`src/rtl/seq_mult.sv`:
```
// Radix-2 iterative shift-add multiplier with START/BUSY/DONE handshake.
// Produces a full double-width product and a single-width overflow flag.
module seq_mult #(
  parameter int unsigned WIDTH     = 8,
  parameter bit          SIGNED_EN = 1'b1
) (
  input  logic               CLK,
  input  logic               RESET,
  input  logic               START,
  input  logic               SIGNED,
  input  logic [WIDTH-1:0]   DATA1,
  input  logic [WIDTH-1:0]   DATA2,
  output logic               BUSY,
  output logic               DONE,
  output logic [2*WIDTH-1:0] RESULT,
  output logic               OVERFLOW
);

  localparam int unsigned CntW = (WIDTH > 2) ? $clog2(WIDTH) : 1;

  typedef enum logic [1:0] {StIdle, StRun, StDone} state_e;

  state_e               state_q, state_d;
  logic [WIDTH-1:0]     mcand_q, mcand_d;
  logic [WIDTH-1:0]     mplier_q, mplier_d;
  logic [2*WIDTH-1:0]   acc_q, acc_d;
  logic [CntW-1:0]      cnt_q, cnt_d;
  logic                 neg_q, neg_d;
  logic                 sgn_q, sgn_d;
  logic [2*WIDTH-1:0]   result_q, result_d;
  logic                 ovf_q, ovf_d;

  logic                 signed_op;
  logic [WIDTH-1:0]     addend;
  logic [WIDTH:0]       sum;
  logic [2*WIDTH-1:0]   acc_step;
  logic [2*WIDTH-1:0]   prod;
  logic [WIDTH-1:0]     prod_hi;

  // Datapath for one RUN step; the carry out of the upper half is kept.
  always_comb begin
    signed_op = SIGNED_EN && SIGNED;
    addend    = mplier_q[0] ? mcand_q : '0;
    sum       = {1'b0, acc_q[2*WIDTH-1:WIDTH]} + {1'b0, addend};
    acc_step  = (2*WIDTH)'({sum, acc_q[WIDTH-1:0]} >> 1);
    prod      = neg_q ? -acc_step : acc_step;
    prod_hi   = prod[2*WIDTH-1:WIDTH];
  end

  always_comb begin
    state_d  = state_q;
    mcand_d  = mcand_q;
    mplier_d = mplier_q;
    acc_d    = acc_q;
    cnt_d    = cnt_q;
    neg_d    = neg_q;
    sgn_d    = sgn_q;
    result_d = result_q;
    ovf_d    = ovf_q;

    unique case (state_q)
      StIdle: begin
        if (START) begin
          state_d  = StRun;
          // Negating the most-negative value still yields the right unsigned magnitude.
          mcand_d  = (signed_op && DATA1[WIDTH-1]) ? -DATA1 : DATA1;
          mplier_d = (signed_op && DATA2[WIDTH-1]) ? -DATA2 : DATA2;
          neg_d    = signed_op && (DATA1[WIDTH-1] ^ DATA2[WIDTH-1]);
          sgn_d    = signed_op;
          acc_d    = '0;
          cnt_d    = '0;
        end
      end
      StRun: begin
        acc_d    = acc_step;
        mplier_d = mplier_q >> 1;
        cnt_d    = cnt_q + 1'b1;
        if (cnt_q == CntW'(WIDTH - 1)) begin
          state_d  = StDone;
          result_d = prod;
          ovf_d    = sgn_q ? (prod_hi != {WIDTH{prod[WIDTH-1]}}) : (prod_hi != '0);
        end
      end
      StDone: begin
        state_d = StIdle;
      end
      default: begin
        state_d = StIdle;
      end
    endcase
  end

  always_ff @(posedge CLK) begin
    if (RESET) begin
      state_q  <= StIdle;
      mcand_q  <= '0;
      mplier_q <= '0;
      acc_q    <= '0;
      cnt_q    <= '0;
      neg_q    <= 1'b0;
      sgn_q    <= 1'b0;
      result_q <= '0;
      ovf_q    <= 1'b0;
    end else begin
      state_q  <= state_d;
      mcand_q  <= mcand_d;
      mplier_q <= mplier_d;
      acc_q    <= acc_d;
      cnt_q    <= cnt_d;
      neg_q    <= neg_d;
      sgn_q    <= sgn_d;
      result_q <= result_d;
      ovf_q    <= ovf_d;
    end
  end

  assign BUSY     = (state_q == StRun);
  assign DONE     = (state_q == StDone);
  assign RESULT   = result_q;
  assign OVERFLOW = ovf_q;

endmodule

```
`config.mk`:
```
export PLATFORM = sky130hd
export DESIGN_NAME = seq_mult
export DESIGN_NICKNAME = d
export VERILOG_FILES = /design/src/rtl/seq_mult.sv
export SDC_FILE = /design/constraint.sdc
export NUM_CORES = 1
export LEC_CHECK = 0
export BUFFER_PORTS_ARGS = -buffer_cell sky130_fd_sc_hd__buf_2
export CAP_MARGIN = 20
export CORE_AREA = 5 5 93 130
export CTS_BUF_LIST = sky130_fd_sc_hd__clkbuf_2 sky130_fd_sc_hd__clkbuf_4 sky130_fd_sc_hd__clkbuf_8
export CTS_CLUSTER_DIAMETER = 150
export DETAILED_ROUTE_END_ITERATION = 8
export DIE_AREA = 0 0 98 135
export GPL_TIMING_DRIVEN = 0
export PLACE_DENSITY = 0.51
export REMOVE_ABC_BUFFERS = 1
export SYNTH_ARGS = -nofsm -noshare
export SYNTH_HDL_FRONTEND = slang
export SYNTH_SLANG_ARGS = --single-unit
```
`constraint.sdc`:
```
create_clock -name CLK -period 3.6 [get_ports CLK]
set_input_delay 0.9 -clock CLK [delete_from_list [all_inputs] [get_ports CLK]]
set_output_delay 0.9 -clock CLK [all_outputs]
set_load 0.05 [all_outputs]
```
**After elaboration in Yosys (flattened, before gate mapping)**

Cells that the tools add are included.

- Register bits after elaboration: 56
- Input port bits: 20
- Output and inout bits: 19
- Logic and storage cells: 45

- Add/sub/neg operators: 5
- Equality and inequality tests: 6
- Multiplexer cells: 14
- Bitwise operators: 1
- Reduce and logical (&&, ||, !) cells: 10

Operators with widths:

| cell | number |
|---|---|
| $mux W16 | 2 |
| $mux W8 | 4 |
| $pmux W16 S2 | 1 |
| $neg A16 Y16 | 1 |
| $neg A8 Y8 | 2 |
| $pmux W8 S2 | 1 |
| $add A8 B8 Y9 | 1 |
| $ne A8 B8 Y1 | 1 |
| $reduce_and A2 Y1 | 4 |
| $reduce_bool A8 Y1 | 1 |
| $pmux W3 S2 | 1 |
| $mux W2 | 2 |
| $pmux W2 S2 | 1 |
| $add A3 B1 Y3 const B | 1 |
| $eq A3 B3 Y1 const B | 1 |
| $logic_and A1 B1 Y1 | 3 |
| $mux W3 | 1 |
| $eq A2 B1 Y1 const B | 1 |
| $eq A2 B2 Y1 const B | 1 |
| $logic_not A2 Y1 | 1 |
| $ne A2 B1 Y1 const B | 1 |
| $ne A2 B2 Y1 const B | 1 |
| $reduce_bool A2 Y1 | 1 |
| $mux W1 | 1 |
| $xor A1 B1 Y1 | 1 |

**Logic depth before layout (Yosys ltp)**

- Word-level depth: 6
- Depth in mapped cells: 11
- Mapped depth without buffers: 11

**Worst setup path after synthesis**

No wires, ideal clock.

- Path type: register -> register
- Start: reg mplier_q[0]
- End: reg ovf_q (netlist: OVERFLOW)
- Library setup time: 0.122 ns
- Data arrival time: 2.783 ns
- Data required time: 3.478 ns
- Setup slack: 0.695 ns
- Cell stages (with the launch flop): 12
- Path buffers: 0
- Clock period less this slack: 2.905 ns
- Cells stage by stage: dfxtp_1 and2_1 ha_1 fa_1 nor3_1 nand4_4 nand2_1 xor2_1 or4b_1 nor4_1 and3_1 nor3_2

- Cells in the longest elaborated chain, start to end: 6
- Elaborated cells on any way between the ends: 7
- Those cells by class: 2 x add/sub; 1 x eq/ne; 3 x mux; 1 x reduce/logical

Ends and longest elaborated chain:

| item | line | RTL |
|---|---|---|
| from (decl) | 25 | `logic [WIDTH-1:0] mplier_q, mplier_d;` |
| from (signal assigned) | 107 | `mplier_q <= mplier_d;` |
| $mux W8 * | 43 | `addend = mplier_q[0] ? mcand_q : '0;` |
| $add A8 B8 Y9 * | 44 | `sum = {1'b0, acc_q[2*WIDTH-1:WIDTH]} + {1'b0, addend};` |
| $neg A16 Y16 | 46 | `prod = neg_q ? -acc_step : acc_step;` |
| $mux W16 * | 46 |  |
| $ne A8 B8 Y1 / $reduce_bool A8 Y1 (equally long branches) | 81 | `ovf_d = sgn_q ? (prod_hi != {WIDTH{prod[WIDTH-1]}}) : (prod_hi != '0);` |
| $mux W1 * | 81 |  |
| to (signal assigned) | 113 | `ovf_q <= ovf_d;` |
| to (decl) | 31 | `logic ovf_q, ovf_d;` |

Every way passes the cells marked *; elsewhere a longest branch is shown, timed or not.
A chain may end at the register's enable or synchronous reset.

**Worst setup path in the final report**

Same ends and word-level chain as after synthesis.

==> flow_summary.ini <==
[floorplanning]
io_pins = 39
start_util_pct = 29.3
core_um2 = 10800
row_count = 45
die_h_um = 135
die_w_um = 98
die-area_um2 = 13200

[routing]
drc = 0
vias = 2693
dr.pass1.iters = 4
routed_wl_um = 7000
antenna_left = 0
wl_per_cell_um = 12.6
drt_iter0_drc = 131
via_per_inst = 4.84

[clock_network]
cts_setup_buffers = 0
cts_resized = 1
cts_buffer_depth = 2
clk_latency_ns = 0.31
cts_max_level = 2
numCtsBuffers = 5
path_clk_slew_ns = 0.10
cts_sinks = 55
cts_tree = yes
cts_hold_buf = 0
root_buffer = clkbuf_8

[layout]
final_nets = 448
mostFrequentLayoutCells = dfxtp_1, nand2_1, nor2_1
layout_commonest_cell = dfxtp_1
n_antenna_cell = 0
drive_gt1_share_pct = 16.1
area_growth_pct = 12.1

[sta]
fin_tns_setup_ns = 0
finalSetupViolCount = 0
fmax_ghz = 0.311
post-route-period-util_pct = 89.4
grt_setup_unrepaired = no
slew_viol_final = 0
hold_viol_final = 0
worst_hold_slack_ns = 0.454
worst_slew_pin_slew_ns = 0.995
final.min_clock_period_ns = 3.22
slew_headroom_pct = 33.7
fin_worst_skew_ns = 0.00832

[setup_path]
crit_type = reg2reg
arrival_ns = 3.43
cpPeakStageDelay_ns = 0.55
crit_fanout = 9
path_cells = and2_1, ha_1, fa_1, nor3_1, nand4_4, nand2_1, xor2_1, or4b_1, nor4_1, and3_1, nor3_2
worstSetupStartpointType = flop
crit_path_end_kind = flop
cp_slowest_cell = or4b_1
required_ns = 3.81

[worst_hold_path]
min_path_type = reg2reg

[grt]
antenna_found_initial = 0
grt_pass1_vias = 2644
grt_first_pass_wirelength_um = 12200
gr-usage-all-layers_pct = 11.0
grt.overflow.total = 0
grt_start_max_net_pins = 56

[yosys]
async_flop_share_pct = 0
synth_cells = 389
ys.flop_type = dfxtp_1
ys_seq_area_share_pct = 34.9
yosys_warnings = 0
avgSynthCellArea_um2 = 8.11
synth_cell_types = 59
ys_seq_elements = 55
synthesis.area_um2 = 3160
synth-edff-count = 0

[power_and_ir_drop]
powerDensity_nw_per_um2 = 324
p_leak_nw = 1.37
max-vdd-ir-drop_mv = 0.159

[placement]
place_hpwl_um = 5200
routabilityCongestion = 0.813
portBuffers = 38

[run_status]
status = complete, no violations

[run]
maxCapViolations = 0
[synth_stat cells (4+ instances only)]
cell | count | share of area (%)
xnor2_1 | 9 | 2.5
clkbuf_1 | 14 | 1.7
ha_1 | 13 | 5.2
o21ai_0 | 7 | 1.1
nor2_1 | 46 | 5.5
inv_1 | 10 | 1.2
nand2b_1 | 4 | 0.79
nand3_1 | 25 | 4.0
a22oi_1 | 5 | 1.2
and2_1 | 9 | 1.8
xor2_1 | 15 | 4.2
a311oi_1 | 4 | 1.1
buf_1 | 5 | 0.59
a21oi_1 | 38 | 6.0
or3_1 | 4 | 0.79
a31oi_1 | 6 | 1.2
dfxtp_1 | 55 | 35
nand2_1 | 53 | 6.3
a211oi_1 | 14 | 3.3
[final cells by class]
type	instances	area, um^2
fillers	1178	7220
multi-input cells	302	1930
flip-flops and latches	55	1100
repair buffers	39	201
well taps	141	176
clock buffers	5	68.8
inverters	11	42.5
clock inverters	3	20.0
[metal layers]
metal / up-vias / wire length, um / share of wire, % / track usage [%]
met5: - / 0 / 0 / 0
met4: 0 / 99 / 1.4 / 3.46
met3: 5 / 279 / 4.0 / 1.96
met2: 46 / 3390 / 48 / 19.8
met1: 1224 / 3230 / 46 / 13.2
li1: 1418 / - / - / -
[per-stage QoR]
stage | setup slack (ns) | instance area (um^2) | instances | power (W) | util [%]
3_5_place_dp | -0.333 | 3430 | 547 | 0.000819 | 31.9
3_3_place_gp | -0.312 | 3430 | 547 | 0.000816 | 31.9
5_1_grt | 0.109 | 3540 | 556 | 0.00121 | 32.9
2_1_floorplan | 0.318 | 3070 | 368 | 0.000760 | -
4_1_cts | 0.0552 | 3520 | 555 | 0.00117 | 32.8
6_report | 0.381 | 3540 | 556 | 0.00115 | 32.9
[sequential cells by signal (all words and copies together), names as in the netlist]
name,flops
cnt_q,3
neg_q,1
acc_q,15
RESULT,16
state_q,2
mcand_q,8
OVERFLOW,1
sgn_q,1
mplier_q,8
[power by group]
part	switching, W	internal (W)
registers	0.0000127	0.000626
logic	0.000106	0.0000603
clock network	0.000206	0.000136
[worst max-delay path: cells and delay by family (launching register included)]
kind	cells	cell delay, ns
flops	1	0.46
xor+xnor	1	0.09
fa+ha+maj	2	0.67
simple gates	8	1.91
[cell families after synthesis]
family,count (synthesis),synth area share (%)
flip-flops,55,34.9
XOR/XNOR,27,8.21
adder cells (fa/ha/maj),14,5.79
AND/OR/NAND/NOR,164,25.7
multiplexers,2,0.793
buffers and inverters,32,4.08
AO/OA/AOI/OAI,95,20.5
[worst paths after layout]
kind / start / end / slack (ns) / cells past startpoint
min reg2reg: mcand_q[6]$_SDFFE_PP0P_ / mcand_q[6]$_SDFFE_PP0P_ / 0.45 / 2
max reg2reg: mplier_q[0]$_SDFFE_PP0P_ / OVERFLOW$_SDFFE_PP0P_ / 0.38 / 11
max: mplier_q[0]$_SDFFE_PP0P_ / OVERFLOW$_SDFFE_PP0P_ / 0.38 / 11
min: mcand_q[6]$_SDFFE_PP0P_ / mcand_q[6]$_SDFFE_PP0P_ / 0.45 / 2
No activity file was read; power rests on OpenSTA's default activity.
